## config.mk

```make
export PLATFORM = sky130hd
export DESIGN_NAME = mbist_march_engine
export DESIGN_NICKNAME = d
export VERILOG_FILES = /design/src/rtl/mbist_march_engine.sv
export SDC_FILE = /design/constraint.sdc
export NUM_CORES = 1
export LEC_CHECK = 0
export CAP_MARGIN = 25
export CORE_ASPECT_RATIO = 0.9
export CORE_MARGIN = 2
export CORE_UTILIZATION = 54
export CTS_CLUSTER_SIZE = 24
export DETAILED_ROUTE_END_ITERATION = 10
export GPL_TIMING_DRIVEN = 0
export PLACE_DENSITY = 0.85
export SETUP_SLACK_MARGIN = 0.02
export SYNTH_ARGS = -nofsm -noshare
export SYNTH_HDL_FRONTEND = slang
export SYNTH_SLANG_ARGS = --single-unit
export TNS_END_PERCENT = 20
```

## constraint.sdc

```tcl
create_clock -name clk -period 3.8 [get_ports clk]
set_input_delay 0.76 -clock clk [delete_from_list [all_inputs] [get_ports clk]]
set_output_delay 0.76 -clock clk [all_outputs]
set_load 0.1 [all_outputs]
```

## src/rtl/mbist_march_engine.sv

```systemverilog
// March C- BIST engine: walks the test port through six March elements and
// streams every mismatching read out as a one-cycle fail report.
module mbist_march_engine #(
  parameter int                    ADDR_WIDTH = 5,
  parameter int                    DATA_WIDTH = 8,
  parameter logic [ADDR_WIDTH-1:0] LAST_ADDR  = 5'h1D,
  parameter int                    FCNT_WIDTH = 8
) (
  input  logic                  clk,
  input  logic                  rst,
  input  logic                  start,
  output logic [ADDR_WIDTH-1:0] mem_addr,
  output logic [DATA_WIDTH-1:0] mem_wdata,
  output logic                  mem_we,
  output logic                  mem_en,
  input  logic [DATA_WIDTH-1:0] mem_rdata,
  output logic                  fail_valid,
  output logic [ADDR_WIDTH-1:0] fail_addr,
  output logic [DATA_WIDTH-1:0] fail_syndrome,
  output logic                  busy,
  output logic                  done,
  output logic                  pass,
  output logic [FCNT_WIDTH-1:0] fail_count
);

  typedef enum logic [1:0] {IDLE, RUN, DRAIN, DONE} state_t;
  typedef enum logic [2:0] {M0, M1, M2, M3, M4, M5} elem_t;

  state_t                state, state_n;
  elem_t                 elem, elem_n;
  logic [ADDR_WIDTH-1:0] addr, addr_n;
  logic                  phase, phase_n;
  logic                  drain_cnt, drain_cnt_n;
  logic                  launch;

  logic                  two_op, descending, is_read, addr_end;
  logic [DATA_WIDTH-1:0] wr_bg, rd_bg;

  logic                  pend_valid;
  logic [ADDR_WIDTH-1:0] pend_addr;
  logic [DATA_WIDTH-1:0] pend_exp;
  logic                  mismatch;

  // Element attributes: M1..M4 are read-then-write pairs; phase 0 is the read.
  always_comb begin
    two_op     = (elem != M0) && (elem != M5);
    descending = (elem == M3) || (elem == M4);
    wr_bg      = (elem == M1 || elem == M3) ? '1 : '0;
    rd_bg      = (elem == M2 || elem == M4) ? '1 : '0;
    is_read    = (elem == M5) || (two_op && !phase);
    addr_end   = descending ? (addr == '0) : (addr == LAST_ADDR);
  end

  always_ff @(posedge clk or posedge rst) begin
    if (rst) begin
      state     <= IDLE;
      elem      <= M0;
      addr      <= '0;
      phase     <= 1'b0;
      drain_cnt <= 1'b0;
    end else begin
      state     <= state_n;
      elem      <= elem_n;
      addr      <= addr_n;
      phase     <= phase_n;
      drain_cnt <= drain_cnt_n;
    end
  end

  always_comb begin
    state_n     = state;
    elem_n      = elem;
    addr_n      = addr;
    phase_n     = phase;
    drain_cnt_n = drain_cnt;
    launch      = 1'b0;
    case (state)
      IDLE, DONE: begin
        if (start) begin
          launch  = 1'b1;
          state_n = RUN;
          elem_n  = M0;
          addr_n  = '0;
          phase_n = 1'b0;
        end
      end
      RUN: begin
        if (two_op && !phase) begin
          phase_n = 1'b1;
        end else begin
          phase_n = 1'b0;
          if (!addr_end) begin
            addr_n = descending ? addr - 1'b1 : addr + 1'b1;
          end else begin
            // Each new element starts at the far end for its direction.
            case (elem)
              M0: begin elem_n = M1; addr_n = '0;        end
              M1: begin elem_n = M2; addr_n = '0;        end
              M2: begin elem_n = M3; addr_n = LAST_ADDR; end
              M3: begin elem_n = M4; addr_n = LAST_ADDR; end
              M4: begin elem_n = M5; addr_n = '0;        end
              default: begin
                state_n     = DRAIN;
                addr_n      = '0;
                drain_cnt_n = 1'b0;
              end
            endcase
          end
        end
      end
      DRAIN: begin
        if (drain_cnt) state_n = DONE;
        else drain_cnt_n = 1'b1;
      end
      default: state_n = IDLE;
    endcase
  end

  always_comb begin
    mem_en    = (state == RUN);
    mem_we    = (state == RUN) && !is_read;
    mem_addr  = (state == RUN) ? addr : '0;
    mem_wdata = (state == RUN) ? wr_bg : '0;
    busy      = (state == RUN) || (state == DRAIN);
    done      = (state == DONE);
    pass      = (state == DONE) && (fail_count == '0);
  end

  assign mismatch = pend_valid && (mem_rdata != pend_exp);

  // Read data arrives one cycle after the command, so the expectation is
  // parked for a cycle and the fail report is registered one cycle later.
  always_ff @(posedge clk or posedge rst) begin
    if (rst) begin
      pend_valid    <= 1'b0;
      pend_addr     <= '0;
      pend_exp      <= '0;
      fail_valid    <= 1'b0;
      fail_addr     <= '0;
      fail_syndrome <= '0;
      fail_count    <= '0;
    end else begin
      pend_valid <= (state == RUN) && is_read;
      pend_addr  <= addr;
      pend_exp   <= rd_bg;
      fail_valid <= mismatch;
      if (mismatch) begin
        fail_addr     <= pend_addr;
        fail_syndrome <= mem_rdata ^ pend_exp;
      end
      if (launch) fail_count <= '0;
      else if (mismatch && fail_count != '1) fail_count <= fail_count + 1'b1;
    end
  end

endmodule

```

# [After elaboration in Yosys (flattened, before gate mapping)]
# Index checks and enable logic that the tools add are counted.
[totals] ram_bits=0 mem_count=0 register_bits=48 mem_bits_ro=0 wordCells=97 in_bits=11 latchBits=0
[classes] bitwise=1 n_shift=0 n_eq_ne=18 n_reduce_logical=30 n_addsub=3 n_div=0 muxes=33 n_mul=0 order_cmp=0
[ops] cell="$mux 8" count=5
[ops] cell="$mux 5" count=6
[ops] cell="$pmux 3 s5" count=1
[ops] cell="$mux 2" count=5
[ops] cell="$pmux 5 s2" count=1
[ops] cell="$reduce_and 5->1" count=2
[ops] cell="$mux 3" count=3
[ops] cell="$add 8x1->8 const B" count=1
[ops] cell="$logic_not 8->1" count=1
[ops] cell="$mux 1" count=8
[ops] cell="$ne 2x2->1 const B" count=4
[ops] cell="$ne 8x8->1" count=1
[ops] cell="$ne 8x8->1 const B" count=1
[ops] cell="$xor 8x8->8" count=1
[ops] cell="$logic_and 1x1->1" count=7
[ops] cell="$eq 3x2->1 const B" count=2
[ops] cell="$eq 3x3->1 const B" count=2
[ops] cell="$ne 6x1->1 const B" count=1
[ops] cell="$pmux 2 s3" count=1
[ops] cell="$pmux 3 s2" count=1
[ops] cell="$reduce_bool 2->1" count=3
[ops] cell="$add 5x1->5 const B" count=1
[ops] cell="$eq 5x5->1 const B" count=1
[ops] cell="$logic_not 5->1" count=1
[ops] cell="17 further kinds" count=25

# [Longest topological paths before layout]
[depth] depth_word=6 mapped_depth=9 ltp_nobuf=8

# [Least setup slack after synthesis]
# No wires, ideal clock.
[synth_timing] path_kind="register to output" start="register state[1]" end="output port mem_wdata[1]" stages_incl_launch_ff=6 path_buffers=1 arrival_ns=3.643 path_slack_ns=-0.603 cell_sequence="dfrtp_1 > inv_1 > ha_1 > inv_1 > nor2_1 > buf_4"
[synth_via] elab_chain_len=2
[synth_rtl] element="start, declared" line="29" rtl="state_t state, state_n;"
[synth_rtl] element="start signal, assigned" line="62" rtl="state <= state_n;"
[synth_rtl] element="$eq 2x1->1"
[synth_rtl] element="via mem_en" line="15" rtl="output logic mem_en,"
[synth_rtl] element="$mux 8" line="123" rtl="mem_wdata = (state == RUN) ? wr_bg : '0;"
[synth_rtl] element="end, declared" line="13" rtl="output logic [DATA_WIDTH-1:0] mem_wdata,"
# The timed path passes the listed nets, and every way through them passes these cells.

# [Worst setup path in the final report]
[layout_timing] start="register state[1]" end="output port mem_wdata[1]"
[layout_via] elab_chain_len=2
[layout_rtl] element="$eq 2x1->1" line="123"
[layout_rtl] element="$mux 8" line="123"
# Every way passes these cells.

==> impl_metrics.json <==
{
  "outcome": "finished clean",
  "worst_slack_ns": 0.2303,
  "clock_sinks": 41,
  "grt_start_max_net_pins": 42,
  "track_usage": 0.2210,
  "avgSynthCellArea_um2": 9.361,
  "ys_top_cells_by_count": "dfrtp_1, nand2_1, o21ai_0",
  "drt_iter0_markers": 112,
  "drv_slew": 0,
  "crit_arrival_ns": 2.81,
  "critPathTopFamily": "buffers and inverters",
  "dr.pass1.iters": 7,
  "power.density_nw_per_um2": 655.7,
  "synthFlopType": "dfrtp_1",
  "portBuffers": 50,
  "crit_required_ns": 3.04,
  "syn_area_um2": 2275,
  "wl_per_cell_um": 14.18,
  "post-route-drc-count": 0,
  "final.min_clock_period_ns": 3.570,
  "yosys.area.top_type": "dfrtp_1",
  "crit_fanout": 9,
  "synth_compound_area_frac": 0.1397,
  "rsz0062_at_grt": "false",
  "setup_viol": 0,
  "syn2layout_area_growth_pct": 30.03,
  "worst-path-buf-inv": 4,
  "core_um2": 4074,
  "clock_latency_ns": 0.29,
  "synth_top_area_frac": 0.4510,
  "synth_seq_area_share": 0.4510,
  "grt_pass1_vias": 1870,
  "vias_per_cell": 5.630,
  "slew-limit-headroom": 0.3156,
  "path_cells": "inv_1, ha_1, inv_1, nor2_4, buf_4, clkdlybuf4s50_1",
  "start_util": 0.5584,
  "fmaxAchievable_mhz": 280.1,
  "routed_wl_mm": 4.949,
  "antenna_found_initial": 0,
  "clk_pin_slew_ns": 0.08,
  "hp-class": "reg2reg",
  "synth_top_family_by_area": "simple AND/OR/NAND/NOR gates",
  "synth-simple-area-share": 0.1969,
  "synth_nets": 264,
  "fin_skew_ns": 0.005510,
  "cts_buffers": 5,
  "vdd_drop_max_mv": 0.5917,
  "maxCapViolations": 0,
  "fin_tns_setup_ns": 0,
  "nets": 321,
  "netlist_top_cells_area": "dfrtp_1, nand2_1, ha_1, xnor2_1, o21ai_0",
  "tritoncts": "built",
  "slowest_stage": "clkdlybuf4s50_1",
  "gp_congestion": 0.8627,
  "preCtsSetupSlack_ns": 0.5911,
  "ios": 51,
  "num_antenna_cells": 0,
  "dieHeight_um": 65.57,
  "crit_top_cell": "inv_1",
  "crit_path_start_kind": "flop",
  "power.leakage_nw": 1.359,
  "hold_buffers": 0,
  "path_class": "reg2out",
  "synth_warnings": 0,
  "die_w_um": 72.42,
  "synthArstFlopShare": 1.000,
  "synth-adder-area-share": 0.05831,
  "cts_setup_buffers": 0,
  "synth_cell_type_count": 45,
  "hold_viol": 0,
  "tightestPinTransition_ns": 1.016,
  "num_rows": 22,
  "dpl.hpwl_mm": 3.534,
  "period_share": 0.9394,
  "grt_pass1_wl_mm": 8.280,
  "slowest_delay_ns": 1.12,
  "dieArea_um2": 4748,
  "layout-drive-gt1-share": 0.08638,
  "postSynthCellCount": 243,
  "clockRootBuffer": "clkbuf_8",
  "ys_seq_elements": 41,
  "htree_levels": 2,
  "end_kind": "primary output",
  "ant_nets": 0,
  "gr-total-overflow": 0,
  "synthMuxAreaShare": 0.03740,
  "num_vias": 1965,
  "synth_xor_area_frac": 0.05006,
  "cts_resized": 0,
  "clock_path_buffers": 2,
  "synth_edf_count": 0
}
metal layers:
| layer | part of all wire | vias up | track usage |
|---|---|---|---|
| met3 | 0.060 | 5 | 0.03988 |
| met4 | 0.0069 | 0 | 0.05787 |
| met2 | 0.49 | 67 | 0.3933 |
| li1 | - | 950 | - |
| met5 | 0 | - | 0 |
| met1 | 0.45 | 943 | 0.2768 |
worst paths after layout:
kind | start | endpoint | slack, ns | cells past startpoint
max | state[1] | mem_wdata[1] | 0.23 | 6
min | pend_addr[1] | fail_addr[1] | 0.44 | 2
max reg2reg | state[0] | addr[0] | 1.32 | 7
min reg2reg | pend_addr[1] | fail_addr[1] | 0.44 | 2
max in group asynchronous | rst | state[1] | 2.31 | 2
min in group asynchronous | rst | fail_valid | 0.96 | 2
state kept, by name, summed over array words and instances, names as in the netlist:
name and flops:
fail_count 8, fail_syndrome 8, addr 5, fail_addr 5, pend_addr 5, elem 3, state 2, drain_cnt 1
fail_valid 1, pend_exp 1, pend_valid 1, phase 1
kinds of logic (layout without fill, tap and decap cells):
kind of cell	count (synthesis)	after routing
flops	41	41
mux	8	8
buf+inv	29	87
fa+ha+maj	10	10
xor+xnor	13	13
compound gates	51	51
simple gates	91	91
through the flow:
| step | instances | utilization | hold WS (ns) | total power [mW] | instance area (µm²) |
|---|---|---|---|---|---|
| 2_1_floorplan | 243 | - | 0.4134 | 1.358 | 2282 |
| 3_3_place_gp | 341 | 0.6978 | 0.4184 | 1.580 | 2843 |
| 3_5_place_dp | 341 | 0.6978 | 0.4262 | 1.593 | 2843 |
| 4_1_cts | 349 | 0.7260 | 0.4496 | 1.945 | 2958 |
| 5_1_grt | 349 | 0.7260 | 0.4582 | 2.014 | 2958 |
| 6_report | 349 | 0.7260 | 0.4434 | 1.939 | 2958 |
layout make-up:
| class | count | area [µm²] |
|---|---|---|
| multi-input cells | 173 | 1105 |
| flip-flops and latches | 41 | 1026 |
| well taps | 48 | 60.06 |
| repair buffers | 50 | 500.5 |
| clock buffers | 5 | 68.82 |
| clock inverters | 3 | 46.29 |
| fillers | 321 | 1116 |
| plain buffers | 15 | 98.84 |
| inverters | 14 | 52.55 |
worst reg2reg max path, cell delays in order, from the launching register on:
cell	delay, ns
dfrtp_1	0.41
inv_1	0.06
ha_1	0.38
inv_1	0.10
nor2_1	0.50
o21ai_0	0.53
nand2b_1	0.29
o21ai_0	0.14
power breakdown:
group | switching [mW] | internal, mW
clock network | 0.156 | 0.197
registers | 0.0535 | 0.507
logic | 0.794 | 0.232
placed cells by master, fill, tap and decap left out, types with 8 or more instances in the layout:
cell             instances
nand2_1                 41
nor2_1                  13
clkdlybuf4s50_1         50
ha_1                     9
buf_4                    8
inv_1                   12
dfrtp_1                 41
o21ai_0                 19
a21oi_1                  9
xnor2_1                 11
Power figures use the tool's default switching activity.
